===== src/rtl/alu_cmd_driver.sv =====
// Command FIFO feeding an external combinational ALU; keeps the accumulator and
// presents one registered result per command with a valid/ready handshake.
module alu_cmd_driver #(
    parameter int FIFO_DEPTH = 4,
    parameter int WIDTH      = 17
) (
    input  logic             clk,
    input  logic             reset,
    input  logic             cmd_valid,
    output logic             cmd_ready,
    input  logic [2:0]       cmd_op,
    input  logic             cmd_load,
    input  logic [WIDTH-1:0] cmd_y,
    output logic [WIDTH-1:0] alu_x,
    output logic [WIDTH-1:0] alu_y,
    output logic [2:0]       alu_op,
    input  logic [WIDTH-1:0] alu_out,
    output logic             res_valid,
    input  logic             res_ready,
    output logic [WIDTH-1:0] res_data,
    output logic             res_ovf,
    output logic             busy
);

    localparam int AW = $clog2(FIFO_DEPTH);
    localparam logic [AW:0] DEPTH_C = (AW+1)'(FIFO_DEPTH);

    typedef enum logic [1:0] {
        IDLE  = 2'b00,
        ISSUE = 2'b01,
        RESP  = 2'b10
    } state_t;

    state_t state_r, state_s;

    logic [2:0]       mem_op_r   [FIFO_DEPTH];
    logic             mem_load_r [FIFO_DEPTH];
    logic [WIDTH-1:0] mem_y_r    [FIFO_DEPTH];
    logic [AW-1:0]    wr_ptr_r, rd_ptr_r;
    logic [AW:0]      count_r;
    logic             empty_s, full_s, push_s, pop_s;
    logic [WIDTH-1:0] acc_r, result_s;
    logic             load_r;

    assign empty_s   = (count_r == {(AW+1){1'b0}});
    assign full_s    = (count_r == DEPTH_C);
    assign cmd_ready = !full_s;
    assign push_s    = cmd_valid && !full_s;
    assign busy      = (state_r != IDLE) || !empty_s;
    assign result_s  = load_r ? alu_y : alu_out;

    // FIFO storage; contents are meaningless while count_r says empty, so no reset.
    always_ff @(posedge clk) begin
        if (push_s) begin
            mem_op_r[wr_ptr_r]   <= cmd_op;
            mem_load_r[wr_ptr_r] <= cmd_load;
            mem_y_r[wr_ptr_r]    <= cmd_y;
        end
    end

    // FIFO pointers and occupancy; simultaneous push and pop leave count unchanged.
    always_ff @(posedge clk or posedge reset) begin
        if (reset) begin
            wr_ptr_r <= {AW{1'b0}};
            rd_ptr_r <= {AW{1'b0}};
            count_r  <= {(AW+1){1'b0}};
        end else begin
            if (push_s) wr_ptr_r <= wr_ptr_r + {{(AW-1){1'b0}}, 1'b1};
            if (pop_s)  rd_ptr_r <= rd_ptr_r + {{(AW-1){1'b0}}, 1'b1};
            case ({push_s, pop_s})
                2'b10:   count_r <= count_r + {{AW{1'b0}}, 1'b1};
                2'b01:   count_r <= count_r - {{AW{1'b0}}, 1'b1};
                default: count_r <= count_r;
            endcase
        end
    end

    // Next-state logic; the FIFO is popped only on the IDLE->ISSUE transition.
    always_comb begin
        state_s = state_r;
        pop_s   = 1'b0;
        case (state_r)
            IDLE: begin
                if (!empty_s) begin
                    pop_s   = 1'b1;
                    state_s = ISSUE;
                end else begin
                    state_s = IDLE;
                end
            end
            ISSUE: state_s = RESP;
            RESP: begin
                if (res_ready) state_s = IDLE;
                else           state_s = RESP;
            end
            default: state_s = IDLE;
        endcase
    end

    // State register.
    always_ff @(posedge clk or posedge reset) begin
        if (reset) state_r <= IDLE;
        else       state_r <= state_s;
    end

    // Operand capture, accumulator update and result holding register.
    always_ff @(posedge clk or posedge reset) begin
        if (reset) begin
            alu_x     <= {WIDTH{1'b0}};
            alu_y     <= {WIDTH{1'b0}};
            alu_op    <= 3'b000;
            load_r    <= 1'b0;
            acc_r     <= {WIDTH{1'b0}};
            res_data  <= {WIDTH{1'b0}};
            res_ovf   <= 1'b0;
            res_valid <= 1'b0;
        end else begin
            case (state_r)
                IDLE: begin
                    if (pop_s) begin
                        alu_x  <= acc_r;
                        alu_y  <= mem_y_r[rd_ptr_r];
                        alu_op <= mem_op_r[rd_ptr_r];
                        load_r <= mem_load_r[rd_ptr_r];
                    end
                end
                ISSUE: begin
                    acc_r     <= result_s;
                    res_data  <= result_s;
                    res_ovf   <= result_s[WIDTH-1];
                    res_valid <= 1'b1;
                end
                RESP: begin
                    if (res_ready) res_valid <= 1'b0;
                end
                default: res_valid <= 1'b0;
            endcase
        end
    end

endmodule

===== config.mk =====
export PLATFORM = sky130hd
export DESIGN_NAME = alu_cmd_driver
export DESIGN_NICKNAME = d
export VERILOG_FILES = /design/src/rtl/alu_cmd_driver.sv
export SDC_FILE = /design/constraint.sdc
export NUM_CORES = 1
export LEC_CHECK = 0
export ABC_CLOCK_PERIOD_IN_PS = 2200
export CORE_MARGIN = 1
export CORE_UTILIZATION = 40
export DETAILED_ROUTE_END_ITERATION = 6
export PLACE_DENSITY = 0.63
export SYNTH_ARGS = -nofsm -noshare
export SYNTH_HDL_FRONTEND = slang
export SYNTH_SLANG_ARGS = --single-unit
export TNS_END_PERCENT = 100

===== constraint.sdc =====
create_clock -name clk -period 2.2 [get_ports clk]
set_clock_uncertainty 0.05 [all_clocks]
set_input_delay 0.33 -clock clk [delete_from_list [all_inputs] [get_ports clk]]
set_output_delay 0.33 -clock clk [all_outputs]
set_load 0.01 [all_outputs]

==> impl_metrics.json <==
{
  "antennaDiodeCount": 0,
  "worst_pin_slew_ns": 0.571,
  "maxCapViolCount": 0,
  "ys_seq_elements": 149,
  "setup_viol": 0,
  "ys_seq_area_share_pct": 71.9,
  "core_area_mm2": 0.0140,
  "status": "finished, final reports clean",
  "crit_path_cell_trace": "or3b_1 > and2_4 > inv_1 > ha_1 > fa_2 > mux2_2",
  "r2r_cells": 6,
  "hold_viol_final": 0,
  "ir_drop_mv": 0.611,
  "syn_area_mm2": 0.00577,
  "r2r_slack_ns": 0.09,
  "post-synth-top-area-cell": "edfxtp_1",
  "ys_types": 27,
  "hp-class": "input pin to async pin",
  "ctsHoldBuffers": 0,
  "synth_nets": 360,
  "cp_max_fo": 4,
  "dr.pass1.iters": 4,
  "ios": 100,
  "drt-initial-drc-count": 122,
  "design_area_mm2": 0.00755,
  "slew_headroom_pct": 61.9,
  "synth.area.top_cells": "edfxtp_1 (44%), dfrtp_1 (28%), mux4_2 (8.2%), mux2_2 (7.4%), mux2i_1 (3.0%)",
  "clk_pin_slew_ns": 0.06,
  "wirelength_um": 10800,
  "synth_top_cell_area_share_pct": 43.7,
  "grt_pass1_wl_um": 16600,
  "cts_buffers": 17,
  "placed_area_mm2": 0.00702,
  "pre_cts_slack_ns": -0.0108,
  "routedWlPerCell_um": 17.3,
  "rsz0062_at_grt": "false",
  "ctsHtreeMaxLevel": 4,
  "drc": 0,
  "post-dp-hpwl_um": 6960,
  "die_height_um": 122,
  "yosys_warnings": 0,
  "grt_usage_pct": 15.7,
  "syn-instance-count": 312,
  "power.density_mw_per_mm2": 1490,
  "vias": 3073,
  "grt_max_degree": 40,
  "area_delta_synth_final_pct": 30.9,
  "avgViaCountPerCell": 4.92,
  "rows": 43,
  "tns_ns": 0,
  "die_w_um": 122,
  "dieArea_mm2": 0.0149,
  "timing.rr.end": "count_r[1]",
  "crit_path_start_kind": "flip-flop",
  "fmax_ghz": 0.474,
  "drive_gt1_share_pct": 24.1,
  "final_cells": 624,
  "clock_latency_ns": 0.42,
  "first_global_vias": 3069,
  "p_leak_nw": 2.88,
  "nNetsFinal": 479,
  "critPathCapture": "count_r[1]",
  "dp.cells": 589,
  "fin_util_pct": 54.0,
  "overflow": 0,
  "critPathCaptureType": "flip-flop",
  "antenna_left": 0,
  "fin_crit_sh_pct": 95.8,
  "finalCriticalPeriod_ns": 2.11,
  "antenna_found_initial": 0,
  "worst_path_largest_cell_delay_ns": 0.44,
  "cp.required_ns": 2.45,
  "holdWs_ns": 0.263,
  "start_util_pct": 41.2,
  "clockBufferDepth": 2,
  "power_mw": 11.2,
  "gp_congestion": 0.726,
  "crit_path_top_delay_cell": "fa_2",
  "startpoint": "count_r[0]",
  "setup_ws_ns": 0.0923,
  "worstPathArrival_ns": 2.36,
  "synth.avg_cell_area_um2": 18.5,
  "cts_num_sinks": 149,
  "path_class": "flip-flop to flip-flop",
  "port_buffers": 99,
  "cts_tree": "built",
  "slew_viol_final": 0,
  "cts_root_buf": "clkbuf_16",
  "regToRegStartpoint": "count_r[0]"
}
## cells in the final DEF, fill, tap and decap left out, types with 4 or more instances in the layout
cell / synthesis / final
and3_1: 4 / 4
buf_12: 2 / 4
buf_4: 5 / 13
clkbuf_16: 0 / 17
clkdlybuf4s50_1: 0 / 97
clkinv_2: 0 / 6
dfrtp_1: 65 / 65
edfxtp_1: 84 / 84
ha_1: 5 / 5
inv_1: 5 / 4
mux2_2: 38 / 38
mux2i_1: 17 / 17
mux4_2: 21 / 21
nand2_1: 20 / 19
o21ai_0: 18 / 18
xnor2_1: 5 / 5
## flip-flops by register name, summed over array words and instances, names as in the netlist, 3 cells and up
signal / cells
alu_x: 17
mem_op_r: 12
alu_y: 17
acc_r: 16
mem_load_r: 4
count_r: 3
mem_y_r: 68
alu_op: 3
## how the worst min path moves through the flow
stage / from / endpoint / slack, ns
after floorplan: cmd_load / mem_load_r[0] / 0.38
after global placement: res_valid / res_valid / 0.41
after detailed placement: count_r[2] / count_r[2] / 0.42
after CTS: reset / acc_r[3] / 0.26
after global routing: reset / acc_r[3] / 0.29
final: reset / acc_r[3] / 0.26
## critical path: cells and delay by family, from the launching register on
family,cells,cell delay (ns)
flops,1,0.40
fa+ha+maj,2,0.63
buf+inv,1,0.05
mux,1,0.26
simple gates,2,0.60
## logic make-up after synthesis
logic type	count (synthesis)	share of synthesized area, %
and+or+nand+nor	33	2.65
adders and majority gates	6	1.43
buffers and inverters	21	2.43
muxes	78	19.0
AOI/OAI and AO/OA	19	1.69
xor gates and xnor gates	6	0.911
DFF	149	71.9
## power breakdown
group	internal (mW)	switching, mW	leakage [nW]
clock network	1.41	1.05	0.246
logic	2.48	1.83	1.09
registers	3.94	0.524	1.55
total	7.84	3.40	2.88
## metal layers
metal  vias up  GRT usage, %  share of wire (%)
met1      1552          19.6                 44
met5         -             0                  0
met3        18          3.84                4.2
met4         0          8.08                2.2
met2        82          25.5                 49
li1       1421             -                  -
## cell usage after synthesis (all sizes together)
| master | count |
|---|---|
| edfxtp | 84 |
| dfrtp | 65 |
| mux2 | 40 |
| mux4 | 21 |
| nand2 | 20 |
| o21ai | 18 |
| mux2i | 17 |
| buf | 11 |
| clkbuf | 5 |
| ha | 5 |
| inv | 5 |
| xnor2 | 5 |
| and3 | 4 |
| nor2 | 3 |
| nand2b | 2 |
| and2 | 1 |
| fa | 1 |
| nand3 | 1 |
| o21a | 1 |
| or3 | 1 |
| or3b | 1 |
| xor2 | 1 |
## area by class of cell
type                            count  area [µm²]
Multi-Input combinational cell    142        1490
Clock inverter                     12        65.1
Clock buffer                       20         437
Timing Repair Buffer              116        1170
Inverter                            5        18.8
Fill cell                        1148        6440
Tap cell                          180         225
Sequential cell                   149        4150
## what timing repair did
item                                    4_1_cts  5_1_grt
endpoints found under the setup margin        2        1
setup buffers                                 3        0
resized for setup                             3        1
pin swaps                                     0        2
No activity file was read; power rests on OpenSTA's default activity.
